### config.mk
export PLATFORM = sky130hd
export DESIGN_NAME = multicycle_controller_flat
export DESIGN_NICKNAME = d
export VERILOG_FILES = /design/src/rtl/multicycle_controller_pkg.sv /design/src/rtl/multicycle_controller_if.sv /design/src/rtl/multicycle_controller_opcode_class.sv /design/src/rtl/multicycle_controller.sv /design/src/flat_wrapper.sv
export SDC_FILE = /design/constraint.sdc
export NUM_CORES = 1
export LEC_CHECK = 0
export CAP_MARGIN = 0
export CORE_AREA = 2 2 86 67
export CTS_CLUSTER_SIZE = 12
export DETAILED_ROUTE_END_ITERATION = 16
export DIE_AREA = 0 0 88 69
export HOLD_SLACK_MARGIN = 0.12
export PLACE_DENSITY = 0.79
export SYNTH_ARGS = -nofsm -noshare
export SYNTH_HDL_FRONTEND = slang
export SYNTH_SLANG_ARGS = --single-unit
### constraint.sdc
create_clock -name i_clk -period 2.8 [get_ports i_clk]
set_input_delay 0.56 -clock i_clk [delete_from_list [all_inputs] [get_ports i_clk]]
set_output_delay 0.56 -clock i_clk [all_outputs]
set_load 0.03 [all_outputs]
### src/rtl/multicycle_controller_pkg.sv
// rtl/multicycle_controller_pkg.sv - opcodes, state encoding and datapath select codes
package multicycle_ctrl_pkg;

    localparam logic [5:0] OP_RTYPE = 6'b000000;
    localparam logic [5:0] OP_LW    = 6'b100011;
    localparam logic [5:0] OP_SW    = 6'b101011;
    localparam logic [5:0] OP_BEQ   = 6'b000100;
    localparam logic [5:0] OP_BNE   = 6'b000101;
    localparam logic [5:0] OP_J     = 6'b000010;
    localparam logic [5:0] OP_ADDI  = 6'b001000;
    localparam logic [5:0] OP_SLTI  = 6'b001010;
    localparam logic [5:0] OP_ANDI  = 6'b001100;
    localparam logic [5:0] OP_ORI   = 6'b001101;
    localparam logic [5:0] OP_XORI  = 6'b001110;

    localparam logic [1:0] ALUOP_ADD   = 2'b00;
    localparam logic [1:0] ALUOP_SUB   = 2'b01;
    localparam logic [1:0] ALUOP_FUNCT = 2'b10;
    localparam logic [1:0] ALUOP_IMM   = 2'b11;

    localparam logic [1:0] PCSRC_ALU    = 2'b00;
    localparam logic [1:0] PCSRC_ALUOUT = 2'b01;
    localparam logic [1:0] PCSRC_JUMP   = 2'b10;

    localparam logic [1:0] SRCB_RT     = 2'b00;
    localparam logic [1:0] SRCB_FOUR   = 2'b01;
    localparam logic [1:0] SRCB_IMM    = 2'b10;
    localparam logic [1:0] SRCB_IMM_SH = 2'b11;

    typedef enum logic [3:0] {
        ST_IDLE     = 4'd0,
        ST_FETCH    = 4'd1,
        ST_DECODE   = 4'd2,
        ST_EXEC_R   = 4'd3,
        ST_WB_R     = 4'd4,
        ST_EXEC_I   = 4'd5,
        ST_WB_I     = 4'd6,
        ST_MEM_ADDR = 4'd7,
        ST_MEM_RD   = 4'd8,
        ST_WB_MEM   = 4'd9,
        ST_MEM_WR   = 4'd10,
        ST_BRANCH   = 4'd11,
        ST_JUMP     = 4'd12,
        ST_FAULT    = 4'd13
    } state_e;

    typedef enum logic [2:0] {
        OPC_R       = 3'd0,
        OPC_LOAD    = 3'd1,
        OPC_STORE   = 3'd2,
        OPC_BRANCH  = 3'd3,
        OPC_JUMP    = 3'd4,
        OPC_IMM     = 3'd5,
        OPC_ILLEGAL = 3'd6
    } opc_class_e;

endpackage

### src/rtl/multicycle_controller_if.sv
// rtl/multicycle_controller_if.sv - controller <-> datapath control bus
interface multicycle_controller_if #(
    parameter int CNT_W = 32
);
    logic [5:0]       Opcode;
    logic             Zero;
    logic             MemReady;
    logic             PCWrite;
    logic             PCWriteCond;
    logic             IorD;
    logic             MemRead;
    logic             MemWrite;
    logic             IRWrite;
    logic             MemtoReg;
    logic             RegDst;
    logic             RegWrite;
    logic             ALUSrcA;
    logic [1:0]       ALUSrcB;
    logic [1:0]       ALUOp;
    logic [1:0]       PCSource;
    logic             BranchNe;
    logic [CNT_W-1:0] InstrCount;
    logic             Fault;

    // PC load enable as the datapath sees it: unconditional or taken branch
    logic             w_pc_load;
    assign w_pc_load = PCWrite | (PCWriteCond & (Zero ^ BranchNe));

    modport master (
        input  Opcode, Zero, MemReady,
        output PCWrite, PCWriteCond, IorD, MemRead, MemWrite, IRWrite,
               MemtoReg, RegDst, RegWrite, ALUSrcA, ALUSrcB, ALUOp,
               PCSource, BranchNe, InstrCount, Fault
    );

    modport slave (
        output Opcode, Zero, MemReady,
        input  PCWrite, PCWriteCond, IorD, MemRead, MemWrite, IRWrite,
               MemtoReg, RegDst, RegWrite, ALUSrcA, ALUSrcB, ALUOp,
               PCSource, BranchNe, InstrCount, Fault, w_pc_load
    );
endinterface

### src/rtl/multicycle_controller_opcode_class.sv
// rtl/multicycle_controller_opcode_class.sv - opcode to instruction class decode
module mc_opcode_class
    import multicycle_ctrl_pkg::*;
(
    input  logic [5:0] i_opcode,
    output opc_class_e o_class
);

    // Pure lookup; anything not listed is illegal and sends the FSM to FAULT
    always_comb begin
        o_class = OPC_ILLEGAL;
        case (i_opcode)
            OP_RTYPE:                         o_class = OPC_R;
            OP_LW:                            o_class = OPC_LOAD;
            OP_SW:                            o_class = OPC_STORE;
            OP_BEQ, OP_BNE:                   o_class = OPC_BRANCH;
            OP_J:                             o_class = OPC_JUMP;
            OP_ADDI, OP_SLTI, OP_ANDI,
            OP_ORI, OP_XORI:                  o_class = OPC_IMM;
            default:                          o_class = OPC_ILLEGAL;
        endcase
    end

endmodule

### src/rtl/multicycle_controller.sv
// rtl/multicycle_controller.sv - multicycle MIPS control FSM with retire counter and memory timeout
module multicycle_controller
    import multicycle_ctrl_pkg::*;
#(
    parameter int CNT_W       = 32,
    parameter int MEM_TIMEOUT = 15
) (
    input  logic                     i_clk,
    input  logic                     i_rst_n,
    multicycle_controller_if.master  bus
);

    // Last stall cycle allowed; a stall while the counter sits here faults
    localparam logic [7:0] TIMEOUT_LAST = 8'(MEM_TIMEOUT - 1);

    state_e           r_state;
    state_e           w_state_next;
    logic [7:0]       r_wait;
    logic [CNT_W-1:0] r_count;
    logic             r_fault;
    logic             r_is_store;
    logic             r_branch_ne;

    opc_class_e       w_class;
    logic             w_mem_state;
    logic             w_timeout;
    logic             w_retire;

    logic             w_pc_write;
    logic             w_pc_write_cond;
    logic             w_iord;
    logic             w_mem_read;
    logic             w_mem_write;
    logic             w_ir_write;
    logic             w_mem_to_reg;
    logic             w_reg_dst;
    logic             w_reg_write;
    logic             w_alu_src_a;
    logic [1:0]       w_alu_src_b;
    logic [1:0]       w_alu_op;
    logic [1:0]       w_pc_source;

    mc_opcode_class u_opcode_class (
        .i_opcode (bus.Opcode),
        .o_class  (w_class)
    );

    assign w_mem_state = (r_state == ST_FETCH) || (r_state == ST_MEM_RD) ||
                         (r_state == ST_MEM_WR);
    assign w_timeout   = w_mem_state && !bus.MemReady && (r_wait == TIMEOUT_LAST);

    // Next-state and per-state datapath controls; everything defaults to idle
    always_comb begin
        w_state_next    = r_state;
        w_retire        = 1'b0;
        w_pc_write      = 1'b0;
        w_pc_write_cond = 1'b0;
        w_iord          = 1'b0;
        w_mem_read      = 1'b0;
        w_mem_write     = 1'b0;
        w_ir_write      = 1'b0;
        w_mem_to_reg    = 1'b0;
        w_reg_dst       = 1'b0;
        w_reg_write     = 1'b0;
        w_alu_src_a     = 1'b0;
        w_alu_src_b     = SRCB_RT;
        w_alu_op        = ALUOP_ADD;
        w_pc_source     = PCSRC_ALU;
        case (r_state)
            ST_IDLE: begin
                w_state_next = ST_FETCH;
            end
            ST_FETCH: begin
                w_mem_read  = 1'b1;
                w_alu_src_b = SRCB_FOUR;
                if (bus.MemReady) begin
                    w_ir_write   = 1'b1;
                    w_pc_write   = 1'b1;
                    w_state_next = ST_DECODE;
                end else if (w_timeout) begin
                    w_state_next = ST_FAULT;
                end
            end
            ST_DECODE: begin
                w_alu_src_b = SRCB_IMM_SH;
                case (w_class)
                    OPC_R:               w_state_next = ST_EXEC_R;
                    OPC_LOAD, OPC_STORE: w_state_next = ST_MEM_ADDR;
                    OPC_BRANCH:          w_state_next = ST_BRANCH;
                    OPC_JUMP:            w_state_next = ST_JUMP;
                    OPC_IMM:             w_state_next = ST_EXEC_I;
                    default:             w_state_next = ST_FAULT;
                endcase
            end
            ST_EXEC_R: begin
                w_alu_src_a  = 1'b1;
                w_alu_op     = ALUOP_FUNCT;
                w_state_next = ST_WB_R;
            end
            ST_WB_R: begin
                w_reg_dst    = 1'b1;
                w_reg_write  = 1'b1;
                w_retire     = 1'b1;
                w_state_next = ST_FETCH;
            end
            ST_EXEC_I: begin
                w_alu_src_a  = 1'b1;
                w_alu_src_b  = SRCB_IMM;
                w_alu_op     = ALUOP_IMM;
                w_state_next = ST_WB_I;
            end
            ST_WB_I: begin
                w_reg_write  = 1'b1;
                w_retire     = 1'b1;
                w_state_next = ST_FETCH;
            end
            ST_MEM_ADDR: begin
                w_alu_src_a  = 1'b1;
                w_alu_src_b  = SRCB_IMM;
                w_state_next = r_is_store ? ST_MEM_WR : ST_MEM_RD;
            end
            ST_MEM_RD: begin
                w_iord     = 1'b1;
                w_mem_read = 1'b1;
                if (bus.MemReady) begin
                    w_state_next = ST_WB_MEM;
                end else if (w_timeout) begin
                    w_state_next = ST_FAULT;
                end
            end
            ST_WB_MEM: begin
                w_mem_to_reg = 1'b1;
                w_reg_write  = 1'b1;
                w_retire     = 1'b1;
                w_state_next = ST_FETCH;
            end
            ST_MEM_WR: begin
                w_iord      = 1'b1;
                w_mem_write = 1'b1;
                if (bus.MemReady) begin
                    w_retire     = 1'b1;
                    w_state_next = ST_FETCH;
                end else if (w_timeout) begin
                    w_state_next = ST_FAULT;
                end
            end
            ST_BRANCH: begin
                w_alu_src_a     = 1'b1;
                w_alu_op        = ALUOP_SUB;
                w_pc_write_cond = 1'b1;
                w_pc_source     = PCSRC_ALUOUT;
                w_retire        = 1'b1;
                w_state_next    = ST_FETCH;
            end
            ST_JUMP: begin
                w_pc_write   = 1'b1;
                w_pc_source  = PCSRC_JUMP;
                w_retire     = 1'b1;
                w_state_next = ST_FETCH;
            end
            ST_FAULT: begin
                w_state_next = ST_FAULT;
            end
            default: begin
                w_state_next = ST_FAULT;
            end
        endcase
    end

    // State register; reset drops every enable at once because outputs decode from IDLE
    always_ff @(posedge i_clk or negedge i_rst_n) begin
        if (!i_rst_n) begin
            r_state <= ST_IDLE;
        end else begin
            r_state <= w_state_next;
        end
    end

    // Memory stall counter: counts consecutive not-ready cycles inside one memory state
    always_ff @(posedge i_clk or negedge i_rst_n) begin
        if (!i_rst_n) begin
            r_wait <= 8'd0;
        end else if (w_mem_state && !bus.MemReady && (w_state_next == r_state)) begin
            r_wait <= r_wait + 8'd1;
        end else begin
            r_wait <= 8'd0;
        end
    end

    // Opcode is only looked at in DECODE; keep what later states need from it
    always_ff @(posedge i_clk or negedge i_rst_n) begin
        if (!i_rst_n) begin
            r_is_store  <= 1'b0;
            r_branch_ne <= 1'b0;
        end else if (r_state == ST_DECODE) begin
            r_is_store  <= (w_class == OPC_STORE);
            r_branch_ne <= bus.Opcode[0];
        end
    end

    // Retired-instruction counter, free-running wrap
    always_ff @(posedge i_clk or negedge i_rst_n) begin
        if (!i_rst_n) begin
            r_count <= '0;
        end else if (w_retire) begin
            r_count <= r_count + 1'b1;
        end
    end

    // Sticky fault flag, raised together with entry into FAULT
    always_ff @(posedge i_clk or negedge i_rst_n) begin
        if (!i_rst_n) begin
            r_fault <= 1'b0;
        end else if (w_state_next == ST_FAULT) begin
            r_fault <= 1'b1;
        end
    end

    assign bus.PCWrite     = w_pc_write;
    assign bus.PCWriteCond = w_pc_write_cond;
    assign bus.IorD        = w_iord;
    assign bus.MemRead     = w_mem_read;
    assign bus.MemWrite    = w_mem_write;
    assign bus.IRWrite     = w_ir_write;
    assign bus.MemtoReg    = w_mem_to_reg;
    assign bus.RegDst      = w_reg_dst;
    assign bus.RegWrite    = w_reg_write;
    assign bus.ALUSrcA     = w_alu_src_a;
    assign bus.ALUSrcB     = w_alu_src_b;
    assign bus.ALUOp       = w_alu_op;
    assign bus.PCSource    = w_pc_source;
    assign bus.BranchNe    = (r_state == ST_BRANCH) ? r_branch_ne : 1'b0;
    assign bus.InstrCount  = r_count;
    assign bus.Fault       = r_fault;

endmodule
### src/flat_wrapper.sv
// flat-port wrapper written by rule: the top's interface ports become plain ports
module multicycle_controller_flat import multicycle_ctrl_pkg::*;
#(
    parameter int CNT_W       = 32,
    parameter int MEM_TIMEOUT = 15
)
  (i_clk, i_rst_n, bus_Opcode, bus_Zero, bus_MemReady, bus_PCWrite, bus_PCWriteCond, bus_IorD, bus_MemRead, bus_MemWrite, bus_IRWrite, bus_MemtoReg, bus_RegDst, bus_RegWrite, bus_ALUSrcA, bus_ALUSrcB, bus_ALUOp, bus_PCSource, bus_BranchNe, bus_InstrCount, bus_Fault);
  multicycle_controller_if #(.CNT_W(CNT_W)) bus_i ();
  input  logic i_clk;
  input  logic i_rst_n;
  input wire logic [$bits(bus_i.Opcode)-1:0] bus_Opcode;
  input wire logic [$bits(bus_i.Zero)-1:0] bus_Zero;
  input wire logic [$bits(bus_i.MemReady)-1:0] bus_MemReady;
  output wire logic [$bits(bus_i.PCWrite)-1:0] bus_PCWrite;
  output wire logic [$bits(bus_i.PCWriteCond)-1:0] bus_PCWriteCond;
  output wire logic [$bits(bus_i.IorD)-1:0] bus_IorD;
  output wire logic [$bits(bus_i.MemRead)-1:0] bus_MemRead;
  output wire logic [$bits(bus_i.MemWrite)-1:0] bus_MemWrite;
  output wire logic [$bits(bus_i.IRWrite)-1:0] bus_IRWrite;
  output wire logic [$bits(bus_i.MemtoReg)-1:0] bus_MemtoReg;
  output wire logic [$bits(bus_i.RegDst)-1:0] bus_RegDst;
  output wire logic [$bits(bus_i.RegWrite)-1:0] bus_RegWrite;
  output wire logic [$bits(bus_i.ALUSrcA)-1:0] bus_ALUSrcA;
  output wire logic [$bits(bus_i.ALUSrcB)-1:0] bus_ALUSrcB;
  output wire logic [$bits(bus_i.ALUOp)-1:0] bus_ALUOp;
  output wire logic [$bits(bus_i.PCSource)-1:0] bus_PCSource;
  output wire logic [$bits(bus_i.BranchNe)-1:0] bus_BranchNe;
  output wire logic [$bits(bus_i.InstrCount)-1:0] bus_InstrCount;
  output wire logic [$bits(bus_i.Fault)-1:0] bus_Fault;
  assign bus_i.Opcode = bus_Opcode;
  assign bus_i.Zero = bus_Zero;
  assign bus_i.MemReady = bus_MemReady;
  assign bus_PCWrite = bus_i.PCWrite;
  assign bus_PCWriteCond = bus_i.PCWriteCond;
  assign bus_IorD = bus_i.IorD;
  assign bus_MemRead = bus_i.MemRead;
  assign bus_MemWrite = bus_i.MemWrite;
  assign bus_IRWrite = bus_i.IRWrite;
  assign bus_MemtoReg = bus_i.MemtoReg;
  assign bus_RegDst = bus_i.RegDst;
  assign bus_RegWrite = bus_i.RegWrite;
  assign bus_ALUSrcA = bus_i.ALUSrcA;
  assign bus_ALUSrcB = bus_i.ALUSrcB;
  assign bus_ALUOp = bus_i.ALUOp;
  assign bus_PCSource = bus_i.PCSource;
  assign bus_BranchNe = bus_i.BranchNe;
  assign bus_InstrCount = bus_i.InstrCount;
  assign bus_Fault = bus_i.Fault;
  multicycle_controller #(.CNT_W(CNT_W), .MEM_TIMEOUT(MEM_TIMEOUT)) u_core (.i_clk(i_clk), .i_rst_n(i_rst_n), .bus(bus_i));
endmodule
==> results.json, run 1 <==
{
  "vias": 2167,
  "switching_power_mw": 1.03,
  "combPwrFrac_pct": 50.0,
  "die_w_um": 88,
  "pwr-share-seq_pct": 35.1,
  "routed.top_layer": "met4",
  "viasPerCell": 5.34,
  "fmax_mhz": 370,
  "synthTopCellsByArea": "dfrtp_1, xnor2_1, xor2_1",
  "crit_path_end_kind": "output pin",
  "gp_congestion": 0.867,
  "postCtsSetupBuffers": 0,
  "initial_core_util_pct": 48.8,
  "syn_nets": 282,
  "yosysSeqAreaShare_pct": 46.2,
  "worst_ep_arrival_time_ns": 2.14,
  "fp-row-count": 23,
  "total_leakage_power_nw": 1.46,
  "post-place-ws_ns": 0.126,
  "synthFlopType": "dfrtp_1",
  "cts_tree": "yes",
  "yosysTopAreaCell": "dfrtp_1",
  "setup_viol": 0,
  "grt_pass1_vias": 1979,
  "slew_headroom_pct": 70.1,
  "cts_buffers": 5,
  "wl_mm": 5.72,
  "syn_area_um2": 2540,
  "switching_share_pct": 42.1,
  "h-tree-depth": 2,
  "yosysWarnings": 0,
  "design.core.area_um2": 5210,
  "power_mw": 2.45,
  "start_kind": "register",
  "crit_path_max_fanout": 5,
  "p_int_mw": 1.42,
  "clock_latency_ns": 0.28,
  "dpl_cell_area_um2": 3250,
  "cts_root_buffer": "clkbuf_8",
  "post-route-cell-area_um2": 3320,
  "period_share_pct": 96.5,
  "synth_common_cells": "dfrtp_1, nor2_1, nor3_1, nand2_1, xnor2_1",
  "ant_nets": 0,
  "ctsHoldBuffers": 0,
  "clkPwrFrac_pct": 14.9,
  "whs_ns": 0.170,
  "cts.clk_slew.worst_paths_ns": 0.08,
  "yosysUniqueCellTypes": 50,
  "synth-edff-count": 0,
  "grt_pass1_wl_mm": 9.48,
  "cts_resized": 0,
  "synth-seq-cells": 47,
  "met1Wirelength_mm": 2.84,
  "io_pins": 60,
  "grt_max_degree": 32,
  "postSynthCellCount": 269,
  "grt_overflow": 0,
  "dr_wl_met3_um": 279,
  "slew_viol_final": 0,
  "drc": 0,
  "area_growth_pct": 30.5,
  "synth-async-reset-ratio_pct": 100,
  "fin_worst_skew_ns": 0.00418,
  "io_buffers": 58,
  "required_ns": 2.24,
  "grt_use_total_pct": 19.4,
  "drive_gt1_share_pct": 6.34,
  "die_y_um": 69,
  "outcome": "finished clean",
  "hpwlAfterDp_mm": 4.34,
  "fin_tns_setup_ns": 0,
  "hold_viol_final": 0,
  "die-area_um2": 6070,
  "period_minus_slack_ns": 2.70,
  "layout_setup_ws_ns": 0.0970,
  "maxCapViolCount": 0,
  "clock_path_buffers": 2,
  "nets": 345,
  "cts_sinks": 47,
  "diodes": 0,
  "avgSynthCellArea_um2": 9.46,
  "firstDrtPassIters": 4,
  "crit_type": "reg -> out",
  "antenna_found_initial": 0,
  "synthDominantCellAreaShare_pct": 46.2,
  "rsz0062_at_grt": "false",
  "peakVddDrop_mv": 0.353,
  "wl_per_cell_um": 14.1,
  "tightest_slew_ns": 0.438,
  "p_per_area_nw_per_um2": 739,
  "dr_wl_met2_mm": 2.57,
  "drtIter0Drc": 147,
  "synth.most_common_cell": "dfrtp_1",
  "worstHoldPathType": "in -> async"
}
-- cells in the final DEF (no fill, tap or decap), types with 10 or more instances in the layout --
master and instances:
nor2_1 22, clkdlybuf4s50_1 57, nor3_1 21, nand2_1 20
nand3_1 10, xor2_1 18, inv_1 14, buf_4 12
xnor2_1 20, dfrtp_1 47, and3_1 11
-- flip-flops by register name, indices dropped and copies added (netlist names) --
register and count:
u_core.r_is_store 1, u_core.bus.InstrCount 32, u_core.r_state 4, u_core.r_wait 8
u_core.bus.Fault 1, u_core.r_branch_ne 1
-- final cells by class --
cell class	count	area, um^2
Timing Repair Buffer	70	666
Fill cell	443	1890
Clock buffer	6	72.6
Inverter	15	56.3
Multi-Input combinational cell	193	1250
Tap cell	75	93.8
Sequential cell	47	1180
-- per-layer routing --
metal,global-route usage (%),vias up
met4,4.44,0
met2,26.9,52
met1,30.2,1050
met3,5.15,2
met5,0,-
li1,-,1063
-- worst paths after layout --
path                       slack [ns]                   endpoint  cells past startpoint                      start
min                              0.17  u_core.bus.InstrCount[31]                      1                    i_rst_n
min in group i_clk               0.49  u_core.bus.InstrCount[31]                      1  u_core.bus.InstrCount[31]
max                               0.1                bus_PCWrite                      5          u_core.r_state[3]
max reg2reg                      0.39           u_core.bus.Fault                      6           u_core.r_wait[0]
max in group asynchronous        1.92           u_core.r_wait[1]                      2                    i_rst_n
min reg2reg                      0.49  u_core.bus.InstrCount[31]                      1  u_core.bus.InstrCount[31]
-- power groups by stage --
stage	Clock (mW)	Combinational, mW	Sequential (mW)
finish	0.366	1.22	0.861
global route	0.403	1.32	0.874
CTS	0.379	1.22	0.858
detailed placement	0	1.22	0.871
global placement	0	1.20	0.869
floorplan	0	0.731	0.909
-- worst max-delay path, cell delays in order, from the launching register on --
cell and delay, ns:
dfrtp_1 0.42, or2_1 0.31, nor2_1 0.18, and2_1 0.18, or2_1 0.11, clkdlybuf4s50_1 0.66
-- metrics by stage --
stage	cells	util, %
CTS	406	63.7
detailed placement	400	62.3
floorplan	269	-
global placement	400	62.3
global route	406	63.7
finish	406	63.7
-- cell families after synthesis --
kind of cell	Yosys count	share of synthesized area (%)
AO/OA/AOI/OAI	32	9.35
AND/OR/NAND/NOR	117	24.2
multiplexers	2	0.885
adder cells (fa/ha/maj)	4	1.87
flip-flops	47	46.2
XOR/XNOR	38	13.1
buffers and inverters	29	4.43
(Power assumes the default switching activity.)
==> run 2: changes to the inputs <==
--- a/config.mk
+++ b/config.mk
@@ -6,12 +6,12 @@
 export NUM_CORES = 1
 export LEC_CHECK = 0
 export CAP_MARGIN = 0
-export CORE_AREA = 2 2 86 67
+export CORE_AREA = 2 2 110 86
 export CTS_CLUSTER_SIZE = 12
 export DETAILED_ROUTE_END_ITERATION = 16
-export DIE_AREA = 0 0 88 69
+export DIE_AREA = 0 0 112 88
 export HOLD_SLACK_MARGIN = 0.12
-export PLACE_DENSITY = 0.79
 export SYNTH_ARGS = -nofsm -noshare
 export SYNTH_HDL_FRONTEND = slang
+export SYNTH_HIERARCHICAL = 1
 export SYNTH_SLANG_ARGS = --single-unit
==> run 2 against run 1 <==
Effect of this change: core utilization is 24 points lower; design area rose by 5.6%; highest routed layer unchanged; routed wire length is 0.87% higher; via count is 1.8% lower; sequential share of layout area decreased by 1.8 points; cell count increased by 11%.
==> results.json, run 2 <==
{
  "yosysUniqueCellTypes": 51,
  "grt_max_degree": 19,
  "firstDrtPassIters": 4,
  "synthDominantCellAreaShare_pct": 45.8,
  "postSynthCellCount": 268,
  "outcome": "finished clean",
  "slew_viol_final": 0,
  "synth_compound_area_share_pct": 8.52,
  "rsz0062_at_grt": "false",
  "post-place-cells": 444,
  "worstHoldPathType": "in -> async",
  "design.core.area_um2": 8780,
  "ctsHoldBuffers": 0,
  "grt_pass1_wl_mm": 10.3,
  "stdcell_count": 451,
  "hpwlAfterDp_mm": 4.42,
  "maxCapViolCount": 0,
  "clock_latency_ns": 0.28,
  "p_per_area_nw_per_um2": 778,
  "grt_overflow": 0,
  "fmax_mhz": 387,
  "nets": 352,
  "synthTopCellsByArea": "dfrtp_1, xnor2_1, xor2_1",
  "cts_tree": "yes",
  "synth-simple-area-share_pct": 26.1,
  "start_kind": "register",
  "worst_ep_arrival_time_ns": 2.02,
  "cts_sinks": 47,
  "cts_root_buffer": "clkbuf_16",
  "synth-seq-cells": 47,
  "largest_reg_flops": 32,
  "setup_viol": 0,
  "vias": 2128,
  "fp-row-count": 30,
  "avgSynthCellArea_um2": 9.58,
  "postCtsSetupBuffers": 0,
  "cp_slowest_cell": "clkdlybuf4s50_1",
  "yosysTopAreaCell": "dfrtp_1",
  "synth-edff-count": 0,
  "tightest_slew_ns": 0.640,
  "ant_nets": 0,
  "period_share_pct": 92.2,
  "cts_buffers": 5,
  "drc": 0,
  "dr_wl_met3_um": 221,
  "diodes": 0,
  "cts.clk_slew.worst_paths_ns": 0.06,
  "required_ns": 2.24,
  "initial_core_util_pct": 29.2,
  "crit_type": "reg -> out",
  "io_buffers": 58,
  "critPathBufInv": 2,
  "dr_wl_met2_mm": 2.58,
  "critical_path.top_delay_family": "buffers and inverters",
  "routed.top_layer": "met4",
  "drive_gt1_share_pct": 10.3,
  "cts_resized": 0,
  "wl_per_cell_um": 12.8,
  "clock_path_buffers": 2,
  "die_y_um": 88,
  "drtIter0Drc": 49,
  "fin_tns_setup_ns": 0,
  "viasPerCell": 4.72,
  "met1Wirelength_mm": 2.94,
  "synth-async-reset-ratio_pct": 100,
  "syn_nets": 281,
  "critPathMaxStageDelay_ns": 0.70,
  "die_w_um": 112,
  "fin_worst_skew_ns": 0.00441,
  "die-area_um2": 9860,
  "wl_mm": 5.77,
  "final_cell_mix": "clkdlybuf4s50_1, dfrtp_1, nor2_1",
  "synth.most_common_cell": "dfrtp_1",
  "synth_top_family_by_area": "simple AND/OR/NAND/NOR gates",
  "peakVddDrop_mv": 0.330,
  "crit_chain": "buf_4, xnor2_1, nor2_1, clkdlybuf4s50_1",
  "final_common_cell": "clkdlybuf4s50_1",
  "yosys.area_share.xor_xnor_pct": 13.6,
  "slew_headroom_pct": 56.8,
  "grt_pass1_vias": 2177,
  "synth.area.mux_share_pct": 1.61,
  "crit_path_max_fanout": 12,
  "grt_use_total_pct": 12.6,
  "total_leakage_power_nw": 1.51,
  "period_minus_slack_ns": 2.58,
  "yosys.area_share.adder_pct": 1.46,
  "filler_cell_count": 864,
  "synth_common_cells": "dfrtp_1, nor2_1, nand2_1, xnor2_1, xor2_1",
  "yosysSeqAreaShare_pct": 45.8,
  "gp_congestion": 0.894,
  "syn_area_um2": 2570,
  "antenna_found_initial": 0,
  "yosysWarnings": 6,
  "crit_path_end_kind": "output pin",
  "synthFlopType": "dfrtp_1",
  "h-tree-depth": 2,
  "hold_viol_final": 0,
  "io_pins": 60,
  "area_growth_pct": 36.5
}
run 2: cell count changes in the layout (fill, tap and decap cells not counted), moves of 5 or more:
cell,change
and3_1,-9
nor3_1,-6
nor2_1,+8
clkbuf_16,+5
nand2b_1,+6
run 2: stage by stage:
stage | cell area, um^2 | hold slack [ns] | utilization, % | setup WS (ns) | power (mW)
2_1_floorplan | 2570 | 0.264 | - | 0.00971 | 1.69
3_3_place_gp | 3360 | 0.464 | 38.2 | -0.00834 | 2.15
3_5_place_dp | 3360 | 0.465 | 38.2 | -0.0577 | 2.17
4_1_cts | 3500 | 0.212 | 39.9 | 0.0657 | 2.76
5_1_grt | 3510 | 0.230 | 39.9 | 0.0724 | 2.89
6_report | 3510 | 0.197 | 39.9 | 0.218 | 2.73
run 2: layer usage:
layer  global-route usage, %  vias to the layer above
met5                       0                        -
li1                        -                     1071
met2                    20.2                       31
met4                    2.66                        0
met1                    17.7                     1022
met3                    3.11                        4
run 2: kinds of logic (layout without fill, tap and decap cells):
| logic type | count (synthesis) | count (layout) |
|---|---|---|
| AO/OA/AOI/OAI | 30 | 30 |
| adder cells (fa/ha/maj) | 3 | 3 |
| AND/OR/NAND/NOR | 125 | 125 |
| multiplexers | 4 | 4 |
| XOR/XNOR | 40 | 40 |
| buffers and inverters | 19 | 90 |
| flip-flops | 47 | 47 |
run 2: power by group:
group          switching (mW)  internal [mW]
sequential              0.162          0.777
clock                   0.233          0.348
combinational           0.668          0.540
total                    1.06           1.66
run 2: worst paths after layout:
check	slack, ns	startpoint	cells after the start	to
worst max-delay path	0.22	u_core/r_state[1]	4	bus_ALUOp[1]
max in group asynchronous	2.04	i_rst_n	2	u_core/r_state[3]
min in group i_clk	0.47	u_core/bus.InstrCount[31]	1	u_core/bus.InstrCount[31]
worst min register to register	0.47	u_core/bus.InstrCount[31]	1	u_core/bus.InstrCount[31]
worst max register to register	0.63	u_core/r_wait[0]	8	u_core/r_wait[3]
worst min-delay path	0.20	i_rst_n	1	u_core/bus.InstrCount[11]
run 2: final cells by class:
cell class                 instances  area [um^2]  share of cell area, %
clock buffer                       6          139                   3.96
clock inverter                     1         5.00                  0.143
inverter                          10         37.5                   1.07
multi-input combinational        202         1320                   37.6
sequential                        47         1180                   33.6
tap                              112          140                   4.00
timing repair buffer              73          688                   19.6
==> variant 1, RTL diff (flow settings as in run 1) <==
`CNT_W` is set to 32 in 3 places; all go to 40.
--- a/src/rtl/multicycle_controller_if.sv
+++ b/src/rtl/multicycle_controller_if.sv
@@ -1,6 +1,6 @@
 // rtl/multicycle_controller_if.sv - controller <-> datapath control bus
 interface multicycle_controller_if #(
-    parameter int CNT_W = 32
+    parameter int CNT_W = 40
 );
     logic [5:0]       Opcode;
     logic             Zero;
--- a/src/rtl/multicycle_controller.sv
+++ b/src/rtl/multicycle_controller.sv
@@ -2,7 +2,7 @@
 module multicycle_controller
     import multicycle_ctrl_pkg::*;
 #(
-    parameter int CNT_W       = 32,
+    parameter int CNT_W       = 40,
     parameter int MEM_TIMEOUT = 15
 ) (
     input  logic                     i_clk,
--- a/src/flat_wrapper.sv
+++ b/src/flat_wrapper.sv
@@ -1,7 +1,7 @@
 // flat-port wrapper written by rule: the top's interface ports become plain ports
 module multicycle_controller_flat import multicycle_ctrl_pkg::*;
 #(
-    parameter int CNT_W       = 32,
+    parameter int CNT_W       = 40,
     parameter int MEM_TIMEOUT = 15
 )
   (i_clk, i_rst_n, bus_Opcode, bus_Zero, bus_MemReady, bus_PCWrite, bus_PCWriteCond, bus_IorD, bus_MemRead, bus_MemWrite, bus_IRWrite, bus_MemtoReg, bus_RegDst, bus_RegWrite, bus_ALUSrcA, bus_ALUSrcB, bus_ALUOp, bus_PCSource, bus_BranchNe, bus_InstrCount, bus_Fault);
Interface: changed (resized bus_InstrCount); port bits go from 60 to 68. No check against the original RTL was run, so the function may have changed too.
==> variant 1 against run 1 <==
- worst setup slack improved by 0.026 ns
- hold slack gained 0.19 ns
- die area unchanged
- utilization up 8.3 points
- sequential cell count increased by 8
- register-to-register slack better by 0.17 ns
- first-iteration DRC count shrank 10%
- highest routed layer unchanged
- via count increased by 8.4%
- area after synthesis is 13% higher
- clock skew increased by 0.0021 ns
- critical path type unchanged
- final area up 13%
- wire length grew 6.8%
- largest cell class unchanged
- power grew 11%
- clock power increased by 46%
==> variant 1: results (changes against run 1) <==
* Beginning of the worst register-to-register path: u_core.r_state[2] (was u_core.r_wait[0])
* Reported net switching power at 0.00106 W (was 0.00103 W)
* M1 GR Usage at 34.3% (was 30.2%)
* Via count of the routed design at 2348 (was 2167)
* Peak ir drop on the vdd network at 0.452 mV (was 0.353 mV)
* Maximum number of pins on one net before global-route repair at 56 (was 32)
* Number of ordinary inverters in the final layout at 6 (was 15)
* Crit path arrival time at 2.12 ns (was 2.14 ns)
* First drt pass iteration count at 5 (was 4)
* Crit path launch: u_core.r_state[1] (was u_core.r_state[3])
* Run status: finished, final reports clean (unchanged)
* Final wirelength at 6110 µm (was 5720 µm)
* Flip-flop count of the largest register after layout at 40 (was 32)
* Layout filler cell count at 391 (was 443)
* Via count of the first global-routing pass at 2172 (was 1979)
* Reported combinational group power at 0.00115 W (was 0.00122 W)
* Worst relative slew slack at 52.5% (was 70.1%)
* Total of cells resized after clock tree synthesis at 1 (was 0)
* Multi-input combinational area share at 38.1% (was 37.8%)
* Static power due to leakage at 1.61 nW (was 1.46 nW)
* Non-clock buffers at 72 (was 70)
* Termination of the worst setup path: bus_IRWrite (was bus_PCWrite)
* Flip-flop and latch share of the layout cell area at 36.8% (was 35.4%)
* Library cells used by synthesis at 48 (was 50)
* Met2 routing resource usage after global routing at 29.7% (was 26.9%)
* Portion of total power attributed to sequential cells at 38.3% (was 35.1%)
* Number of sinks on the clock net at 55 (was 47)
* Commonest cells in the synthesized netlist: 55 x sky130_fd_sc_hd__dfrtp_1, 28 x sky130_fd_sc_hd__nor2_1, 28 x sky130_fd_sc_hd__xnor2_1, 26 x sky130_fd_sc_hd__nand2_1 (was 47 x sky130_fd_sc_hd__dfrtp_1, 22 x sky130_fd_sc_hd__nor2_1, 21 x sky130_fd_sc_hd__nor3_1, 20 x sky130_fd_sc_hd__nand2_1, 20 x sky130_fd_sc_hd__xnor2_1)
* Leading cell types by total area after synthesis: sky130_fd_sc_hd__dfrtp_1 48%, sky130_fd_sc_hd__xnor2_1 8.6%, sky130_fd_sc_hd__xor2_1 5.5% (was sky130_fd_sc_hd__dfrtp_1 46%, sky130_fd_sc_hd__xnor2_1 6.9%, sky130_fd_sc_hd__xor2_1 6.2%)
* Sum of net half-perimeters after detailed placement at 4400 µm (was 4340 µm)
## variant 1: changes by cell type after synthesis, sizes merged, moves of 6 or more
cell | before | now
nand3 | 10 | 19
nand2 | 20 | 26
clkbuf | 12 | 2
inv | 15 | 5
dfrtp | 47 | 55
nor3 | 21 | 12
xnor2 | 20 | 28
nor2 | 22 | 28
## variant 1: cells by family after synthesis
group / synth area share (%)
adder cells (fa/ha/maj): 1.31
buffers and inverters: 2.10
XOR/XNOR: 14.1
flip-flops: 48.0
multiplexers: 0.786
AND/OR/NAND/NOR: 26.0
AO/OA/AOI/OAI: 7.69
## variant 1: per-stage QoR
| step | instance area [µm²] | setup slack [ns] | util, % | instances |
|---|---|---|---|---|
| 2_1_floorplan | 2870 | 0.332 | - | 286 |
| 3_3_place_gp | 3620 | 0.140 | 69.5 | 425 |
| 3_5_place_dp | 3620 | 0.0723 | 69.5 | 425 |
| 4_1_cts | 3740 | 0.0472 | 71.8 | 433 |
| 5_1_grt | 3750 | 0.0130 | 72.0 | 433 |
| 6_report | 3750 | 0.123 | 72.0 | 433 |
## variant 1: critical path, stage by stage (launching register included)
cell and delay [ns]:
sky130_fd_sc_hd__dfrtp_4 0.58, sky130_fd_sc_hd__nor2b_1 0.20, sky130_fd_sc_hd__nand2_1 0.10, sky130_fd_sc_hd__nor3_1 0.22
sky130_fd_sc_hd__clkdlybuf4s50_1 0.72
## variant 1: layer usage
layer | wire length (µm) | up-vias
li1 | - | 1158
met1 | 3090 | 1132
met2 | 2750 | 56
met3 | 256 | 2
met4 | 12 | 0
met5 | 0 | -
==> variant 2, RTL diff (settings of run 1) <==
Without the edit above. Make the reset (`i_rst_n`) synchronous in 5 clocked blocks.
--- a/src/rtl/multicycle_controller.sv
+++ b/src/rtl/multicycle_controller.sv
@@ -168,7 +168,7 @@
     end
 
     // State register; reset drops every enable at once because outputs decode from IDLE
-    always_ff @(posedge i_clk or negedge i_rst_n) begin
+    always_ff @(posedge i_clk) begin
         if (!i_rst_n) begin
             r_state <= ST_IDLE;
         end else begin
@@ -177,7 +177,7 @@
     end
 
     // Memory stall counter: counts consecutive not-ready cycles inside one memory state
-    always_ff @(posedge i_clk or negedge i_rst_n) begin
+    always_ff @(posedge i_clk) begin
         if (!i_rst_n) begin
             r_wait <= 8'd0;
         end else if (w_mem_state && !bus.MemReady && (w_state_next == r_state)) begin
@@ -188,7 +188,7 @@
     end
 
     // Opcode is only looked at in DECODE; keep what later states need from it
-    always_ff @(posedge i_clk or negedge i_rst_n) begin
+    always_ff @(posedge i_clk) begin
         if (!i_rst_n) begin
             r_is_store  <= 1'b0;
             r_branch_ne <= 1'b0;
@@ -199,7 +199,7 @@
     end
 
     // Retired-instruction counter, free-running wrap
-    always_ff @(posedge i_clk or negedge i_rst_n) begin
+    always_ff @(posedge i_clk) begin
         if (!i_rst_n) begin
             r_count <= '0;
         end else if (w_retire) begin
@@ -208,7 +208,7 @@
     end
 
     // Sticky fault flag, raised together with entry into FAULT
-    always_ff @(posedge i_clk or negedge i_rst_n) begin
+    always_ff @(posedge i_clk) begin
         if (!i_rst_n) begin
             r_fault <= 1'b0;
         end else if (w_state_next == ST_FAULT) begin
Formal check against the unedited RTL: differs if i_rst_n is asserted again (counterexample within 4 cycles, from zero or initial values and one cycle with i_rst_n low); with i_rst_n held inactive, the same outputs for 10 cycles.
==> variant 2 against run 1 <==
- sequential cell count did not move
- final area up 3.7%
- wire length up 6.7%
- hold slack improved by 0.34 ns
- sequential share of layout area decreased by 8.1 points
- die area is the same
- area after synthesis is 3.7% higher
- worst setup slack better by 0.086 ns
Power is not compared: it rests on default switching activity, and its combinational part moved more than twofold at a synthesized area within 25%.
==> variant 2: results (changes against run 1) <==
* Clock network share of area at 2.36% (was 2.19%)
* Wire length on met3 at 443 µm (was 279 µm)
* Non-clock buffers at 71 (was 70)
* Sum of net half-perimeters after detailed placement at 4520 µm (was 4340 µm)
* Met2 Routed Length at 2490 µm (was 2570 µm)
* Sequential fraction of the synthesis area at 35.7% (was 46.2%)
* Maximum number of pins on one net before global-route repair at 40 (was 32)
* Async set or reset register ratio after synthesis at 0% (was 100%)
* Routed length on met1 at 3120 µm (was 2840 µm)
* Layout filler cell count at 468 (was 443)
* Later-pin clock latency in the skew report at 0.30 ns (was 0.28 ns)
* Slew @ Worst Pin at 0.677 ns (was 0.438 ns)
* Cell area after placement at 3360 µm² (was 3250 µm²)
* Via count of the first global-routing pass at 2138 (was 1979)
* Multi-input combinational gate total at 243 (was 193)
* Most instantiated flip-flop cell in the synthesis netlist: sky130_fd_sc_hd__dfxtp_1 (was sky130_fd_sc_hd__dfrtp_1)
* Gate family responsible for the most delay along the worst path: buffers and inverters (was simple AND/OR/NAND/NOR gates)
* Average vias per placed instance at 5.44 (was 5.34)
* Commonest cells in the synthesized netlist: 47 x sky130_fd_sc_hd__dfxtp_1, 24 x sky130_fd_sc_hd__nand2_1, 23 x sky130_fd_sc_hd__and2_1, 22 x sky130_fd_sc_hd__nor3_1 (was 47 x sky130_fd_sc_hd__dfrtp_1, 22 x sky130_fd_sc_hd__nor2_1, 21 x sky130_fd_sc_hd__nor3_1, 20 x sky130_fd_sc_hd__nand2_1, 20 x sky130_fd_sc_hd__xnor2_1)
* Run status: finished, final reports clean (unchanged)
* All-Layer GR Usage at 21.5% (was 19.4%)
* Starting DRC count in detailed routing at 176 (was 147)
* Clock tree skew after final layout at 0.00557 ns (was 0.00418 ns)
* Library cells used by synthesis at 56 (was 50)
* Sequential cell area at 941 µm² (was 1180 µm²)
* Critical-path maximum fanout at 7 (was 5)
* Signal buffers share of area at 19.8% (was 20.1%)
* Detail-routed net length per standard cell at 13.4 µm (was 14.1 µm)
* Number of nets in the synthesized netlist at 328 (was 282)
* Flip-flop and latch share of the layout cell area at 27.3% (was 35.4%)
* Ratio of cells with drive above 1 in the final layout at 9.19% (was 6.34%)
[variant 2: cells by family after synthesis]
kind of cell             count (synthesis)  share of synthesized area (%)
AO/OA/AOI/OAI                           46                           12.9
XOR/XNOR                                30                           10.2
adder cells (fa/ha/maj)                  3                           1.42
buffers and inverters                   25                           3.79
flip-flops                              47                           35.7
multiplexers                             3                           1.19
AND/OR/NAND/NOR                        161                           34.9
[variant 2: repair_timing]
item | in CTS | in global routing
endpoints found under the hold margin | 0 | 0
resized for setup | 0 | 2
setup endpoints to repair | 0 | 2
[variant 2: worst paths after layout]
path | startpoint | endpoint | slack (ns) | cells past startpoint
min | u_core.bus.InstrCount[15] | u_core.bus.InstrCount[15] | 0.51 | 2
max | u_core.r_state[0] | bus_ALUSrcB[0] | 0.18 | 4
min reg2reg | u_core.bus.InstrCount[15] | u_core.bus.InstrCount[15] | 0.51 | 2
max reg2reg | u_core.r_wait[0] | u_core.r_wait[7] | 0.44 | 8
[variant 2: layer usage]
layer / vias up / global-route usage, %
met5: - / 0
met4: 0 / 4.96
met3: 6 / 5.87
met2: 89 / 28.3
met1: 1157 / 34.4
li1: 1228 / -
[variant 2: through the flow]
stage | std cells | setup slack, ns
after global routing | 456 | 0.0566
after detailed placement | 448 | 0.0294
after CTS | 456 | 0.115
after global placement | 448 | 0.0530
after floorplan | 315 | 0.518
final | 456 | 0.183
[variant 2: worst min-delay path, stage by stage, from the launching register on]
cell and delay (ns):
sky130_fd_sc_hd__dfxtp_1 0.34, sky130_fd_sc_hd__o21ai_0 0.07, sky130_fd_sc_hd__a21boi_1 0.06
[variant 2: report_power, final]
part	internal, W	switching (W)	leakage [nW]
combinational	0.000110	0.000140	0.817
clock	0.000176	0.000223	0.0422
sequential	0.000676	0.0000138	0.379
